$ cat src/rtl/reflex_timer.sv
// Reaction-time trial controller: random go delay from an 8-bit LFSR, a BCD
// millisecond counter and a record-time compare that requests a new best.
module reflex_timer #(
    parameter int TICK_DIV  = 100000,
    parameter int MIN_DELAY = 1000
) (
    input  logic       ck,
    input  logic       reset,
    input  logic       start,
    input  logic       stop,
    input  logic [3:0] rec0,
    input  logic [3:0] rec1,
    input  logic [3:0] rec2,
    input  logic [3:0] rec3,
    output logic [3:0] cnt0,
    output logic [3:0] cnt1,
    output logic [3:0] cnt2,
    output logic [3:0] cnt3,
    output logic       write_enable,
    output logic       led_go,
    output logic       early,
    output logic       busy
);
    localparam logic [2:0] ST_IDLE  = 3'd0;
    localparam logic [2:0] ST_WAIT  = 3'd1;
    localparam logic [2:0] ST_RUN   = 3'd2;
    localparam logic [2:0] ST_DONE  = 3'd3;
    localparam logic [2:0] ST_EARLY = 3'd4;

    localparam int              PS_W    = $clog2(TICK_DIV);
    localparam logic [PS_W-1:0] PS_LAST = PS_W'(TICK_DIV - 1);
    localparam logic [PS_W-1:0] PS_ONE  = PS_W'(1);
    localparam int               DLY_W   = $clog2(MIN_DELAY + 4 * 255 + 1);
    localparam logic [DLY_W-1:0] DLY_MIN = DLY_W'(MIN_DELAY);
    localparam logic [DLY_W-1:0] DLY_ONE = DLY_W'(1);

    logic [2:0]       state_r, state_s;
    logic [7:0]       lfsr_r;
    logic [PS_W-1:0]  presc_r, presc_s;
    logic [DLY_W-1:0] delay_r, delay_s;
    logic [15:0]      cnt_r, cnt_s;
    logic [15:0]      rec_s;
    logic             we_r, we_s;
    logic             led_go_r, early_r, busy_r;
    logic             timing_s, tick_s;

    // Fibonacci step for x^8+x^6+x^5+x^4+1; a nonzero seed never reaches zero.
    function automatic logic [7:0] lfsr_step(input logic [7:0] v);
        lfsr_step = {v[6:0], v[7] ^ v[5] ^ v[4] ^ v[3]};
    endfunction

    function automatic logic [15:0] bcd_inc(input logic [15:0] v);
        logic [15:0] r;
        logic        carry;
        r     = v;
        carry = 1'b1;
        for (int i = 0; i < 4; i++) begin
            if (carry) begin
                if (v[4*i +: 4] == 4'd9) begin
                    r[4*i +: 4] = 4'd0;
                    carry       = 1'b1;
                end else begin
                    r[4*i +: 4] = v[4*i +: 4] + 4'd1;
                    carry       = 1'b0;
                end
            end else begin
                r[4*i +: 4] = v[4*i +: 4];
            end
        end
        bcd_inc = r;
    endfunction

    assign rec_s    = {rec3, rec2, rec1, rec0};
    assign timing_s = (state_r == ST_WAIT) || (state_r == ST_RUN);
    assign tick_s   = timing_s && (presc_r == PS_LAST);

    // Next-state, prescaler, delay and counter decisions.
    always_comb begin
        state_s = state_r;
        delay_s = delay_r;
        cnt_s   = cnt_r;
        we_s    = 1'b0;
        presc_s = tick_s ? {PS_W{1'b0}} : (presc_r + PS_ONE);
        case (state_r)
            ST_IDLE, ST_DONE, ST_EARLY: begin
                if (start) begin
                    state_s = ST_WAIT;
                    cnt_s   = 16'h0000;
                    delay_s = DLY_MIN + DLY_W'({lfsr_r, 2'b00});
                end else begin
                    state_s = state_r;
                end
            end
            ST_WAIT: begin
                if (stop) begin
                    state_s = ST_EARLY;
                end else if (tick_s) begin
                    if (delay_r <= DLY_ONE) begin
                        state_s = ST_RUN;
                        delay_s = {DLY_W{1'b0}};
                    end else begin
                        delay_s = delay_r - DLY_ONE;
                    end
                end else begin
                    delay_s = delay_r;
                end
            end
            ST_RUN: begin
                // Stop beats a coincident tick so the displayed time is what was pressed.
                if (stop) begin
                    state_s = ST_DONE;
                    we_s    = (cnt_r < rec_s);
                end else if (tick_s) begin
                    if (cnt_r == 16'h9999) begin
                        state_s = ST_DONE;
                    end else begin
                        cnt_s = bcd_inc(cnt_r);
                    end
                end else begin
                    cnt_s = cnt_r;
                end
            end
            default: begin
                state_s = ST_IDLE;
            end
        endcase
        if ((state_s != ST_WAIT && state_s != ST_RUN) || (state_s != state_r)) begin
            presc_s = {PS_W{1'b0}};
        end else begin
            presc_s = presc_s;
        end
    end

    // State and registered outputs; reset dominates every other input.
    always_ff @(posedge ck) begin
        if (reset) begin
            state_r  <= ST_IDLE;
            lfsr_r   <= 8'h01;
            presc_r  <= {PS_W{1'b0}};
            delay_r  <= {DLY_W{1'b0}};
            cnt_r    <= 16'h0000;
            we_r     <= 1'b0;
            led_go_r <= 1'b0;
            early_r  <= 1'b0;
            busy_r   <= 1'b0;
        end else begin
            state_r  <= state_s;
            lfsr_r   <= lfsr_step(lfsr_r);
            presc_r  <= presc_s;
            delay_r  <= delay_s;
            cnt_r    <= cnt_s;
            we_r     <= we_s;
            led_go_r <= (state_s == ST_RUN);
            early_r  <= (state_s == ST_EARLY);
            busy_r   <= (state_s == ST_WAIT) || (state_s == ST_RUN);
        end
    end

    assign cnt0         = cnt_r[3:0];
    assign cnt1         = cnt_r[7:4];
    assign cnt2         = cnt_r[11:8];
    assign cnt3         = cnt_r[15:12];
    assign write_enable = we_r;
    assign led_go       = led_go_r;
    assign early        = early_r;
    assign busy         = busy_r;

endmodule
$ cat config.mk
export PLATFORM = sky130hd
export DESIGN_NAME = reflex_timer
export DESIGN_NICKNAME = d
export VERILOG_FILES = /design/src/rtl/reflex_timer.sv
export SDC_FILE = /design/constraint.sdc
export NUM_CORES = 1
export LEC_CHECK = 0
export CORE_MARGIN = 3
export CORE_UTILIZATION = 51
export CTS_CLUSTER_SIZE = 16
export DETAILED_ROUTE_END_ITERATION = 6
export GPL_TIMING_DRIVEN = 0
export PLACE_DENSITY = 0.77
export SLEW_MARGIN = 0
export SYNTH_ARGS = -nofsm -noshare
export SYNTH_HDL_FRONTEND = slang
export SYNTH_SLANG_ARGS = --single-unit
export TNS_END_PERCENT = 20
$ cat constraint.sdc
create_clock -name ck -period 2.1 [get_ports ck]
set_input_delay 0.42 -clock ck [delete_from_list [all_inputs] [get_ports ck]]
set_output_delay 0.42 -clock ck [all_outputs]
set_load 0.005 [all_outputs]
==> results.yml, run 1 <==
logic_synthesis:
  synth-edff-count: 0
  ys_top_cells_by_area: "dfxtp_1, ha_1, nor2_1"
  synth-simple-area-share: 0.274
  syn_nets: 462
  synth-compound-area-share: 0.165
  synth_mux_area_frac: 0.00865
  yosys.area_share.xor_xnor: 0.0702
  synth_top_family_by_area: "simple AND/OR/NAND/NOR gates"
  postSynthAreaPerCell_um2: 8.37
  yosysTopAreaCellShare: 0.340
  synth_ff_type: "dfxtp_1"
  synth_most_common_cell: "dfxtp_1"
  synth_area_leader_cell: "dfxtp_1"
  synthArstFlopShare: 0
  yosysSeqAreaShare: 0.340
  netlist_area_um2: 3470
  postSynthCellCount: 415
  synth_adder_area_share: 0.0973
  synth-seq-cells: 59
  yosysWarnings: 0
  synth.distinct_cells: 63
  ys_top_cells_by_count: "dfxtp_1, nor2_1, a21oi_1, ha_1, inv_1"
placed_design:
  placed_area_um2: 3960
  portBuffers: 39
  dp_hpwl_um: 5720
  place_ws_ns: -0.499
  dp_cells: 531
  gp_congestion: 0.850
cells_and_area:
  syn_to_final_growth_pct: 24.5
  final_nets: 519
  drive_gt1_frac: 0.128
  layout.cells.non_filler: 554
  stdcell_area_um2: 4330
  antenna-diode-count: 0
  nFillCells: 530
hold_path:
  hp-start: "presc_r[0]"
  hold_path_class: "register to register"
  holdPathEnd: "presc_r[0]"
  min_path_cells: 1
clock_network:
  hold_buffers: 0
  cts.sinks: 59
  clkTransAtPathRegs_ns: 0.07
  clkLatencyLatePin_ns: 0.34
  cts_tree: "done"
  clockBufferDepth: 2
  clockRootBuffer: "clkbuf_8"
  cts_buffers: 9
  htreeDepth: 3
die:
  core_um2: 6460
  die_area_um2: 7840
  die_height_um: 88.5
  start_util: 0.538
  io_pins: 40
  row_count: 29
  die_x_um: 88.5
worst_setup_path:
  r2r_start: "presc_r[1]"
  r2r-end: "cnt_r[15]"
  setup.worst_path.start_class: "register"
  rrSetupSlack_ns: 0.0007
  cp_max_fo: 5
  crit_start: "presc_r[1]"
  rr_worst_depth: 7
  cp-end-kind: "register"
  crit_type: "register to register"
  arrival_ns: 2.33
  required_ns: 2.33
flow_run:
  max_cap_violations: 0
grt:
  grt_overflow_total: 0
  grt_pass1_vias: 2922
  grt_use_total: 0.211
  grt_pass1_wl_um: 13000
  antenna_found_initial: 0
  grt_max_degree: 11
drt:
  ant_nets: 0
  vias: 3161
  viasPerCell: 5.71
  wirelength_um: 7940
  drc_errors: 0
  drt_iter0_drc: 143
  wl_per_cell_um: 14.3
  drt_pass1_iterations: 4
timing:
  max_freq_ghz: 0.476
  relSlewSlack: 0.626
  tightest_slew_ns: 0.556
  post-route-min-period_ns: 2.10
  holdWs_ns: 0.444
  hold_viol_final: 0
  setup_viol: 0
  slew_viol_final: 0
  final.setup.worst_slack_ns: 0.000745
  rsz0062_at_grt: "true"
  finalCritPeriodShare: 1.00
  fin_skew_ns: 0.00946
power_and_ir_drop:
  ir_drop_uv: 542
  power_density_nw_per_um2: 635
  p_leak_nw: 1.73
  finalPower_mw: 2.75
status:
  status: "finished, final reports clean"
[cells in the final DEF, fill, tap and decap left out, drive strengths merged, types with 5 or more instances in the layout]
cell type / synthesis / routed
dfxtp: 59 / 59
nor2: 58 / 58
clkdlybuf4s50: 0 / 38
a21oi: 32 / 32
ha: 27 / 27
inv: 26 / 26
nand2: 23 / 23
o21ai: 18 / 18
clkbuf: 6 / 18
xor2: 16 / 16
nand3: 15 / 15
nor2b: 12 / 12
buf: 5 / 12
xnor2: 11 / 11
nand4: 10 / 10
a21o: 8 / 8
nor3: 8 / 8
and2: 8 / 8
nor4: 8 / 8
a211oi: 6 / 6
nand3b: 5 / 5
[worst max path at each step]
stage          slack, ns          to
6_report          0.0007   cnt_r[15]
5_1_grt            -0.16   cnt_r[15]
4_1_cts            -0.02        busy
3_5_place_dp       -0.50  delay_r[4]
3_3_place_gp       -0.44    cnt_r[1]
2_1_floorplan       0.11   cnt_r[10]
[flip-flops by register name (all words and copies together) (netlist names)]
register / flops
busy: 1
cnt_r: 16
delay_r: 11
early: 1
led_go: 1
lfsr_r: 8
presc_r: 17
state_r: 3
write_enable: 1
[cell type report]
type / instances / area [um^2] / share of cell area
Timing Repair Buffer: 46 / 445 / 0.103
Sequential cell: 59 / 1190 / 0.275
Clock inverter: 4 / 73.8 / 0.0171
Multi-Input combinational cell: 319 / 2210 / 0.512
Buffer: 11 / 62.6 / 0.0145
Tap cell: 77 / 96.3 / 0.0223
Clock buffer: 12 / 145 / 0.0336
Inverter: 26 / 97.6 / 0.0226
[what timing repair did]
action / in CTS / in global routing
gates resized for setup: 10 / 16
pin swaps: 6 / 9
setup buffers: 5 / 2
endpoints found under the setup margin: 30 / 37
[stage by stage]
stage,setup TNS [ns],utilization
after floorplan,0,-
after global placement,-10.34,0.613
after detailed placement,-12.01,0.613
after CTS,-0.0153,0.658
after global routing,-0.577,0.670
final,0,0.670
[critical path, cell delays in order (launching register included)]
cell	delay (ns)
dfxtp_2	0.36
ha_4	0.15
nand4_1	0.17
nor4_4	0.37
nand4_1	0.25
a211oi_4	0.39
nand4_1	0.16
mux2i_1	0.15
[kinds of logic (layout without fill, tap and decap cells)]
group | after synthesis | in the layout
compound gates | 87 | 87
xor+xnor | 27 | 27
fa+ha+maj | 27 | 27
buf+inv | 37 | 99
flops | 59 | 59
mux | 3 | 3
simple gates | 175 | 175
[power by group]
| group | switching (mW) | internal, mW | leakage (nW) |
|---|---|---|---|
| clock | 0.453 | 0.701 | 0.111 |
| sequential | 0.0429 | 1.15 | 0.482 |
| combinational | 0.213 | 0.182 | 1.14 |
[layer usage]
layer	up-vias	track usage	share of wire
li1	1585	-	-
met1	1488	0.250	0.43
met2	73	0.367	0.50
met3	15	0.0633	0.044
met4	0	0.0659	0.019
met5	-	0	0
Note: power is estimated with default switching activity, not from simulation.
==> run 2: changes to the inputs <==
--- a/config.mk
+++ b/config.mk
@@ -11,7 +11,7 @@
 export DETAILED_ROUTE_END_ITERATION = 6
 export GPL_TIMING_DRIVEN = 0
 export PLACE_DENSITY = 0.77
-export SLEW_MARGIN = 0
+export SLEW_MARGIN = 20
 export SYNTH_ARGS = -nofsm -noshare
 export SYNTH_HDL_FRONTEND = slang
 export SYNTH_SLANG_ARGS = --single-unit
==> results of run 2 <==
Same layout as run 1: the final DEF is identical, and so are final timing and power.
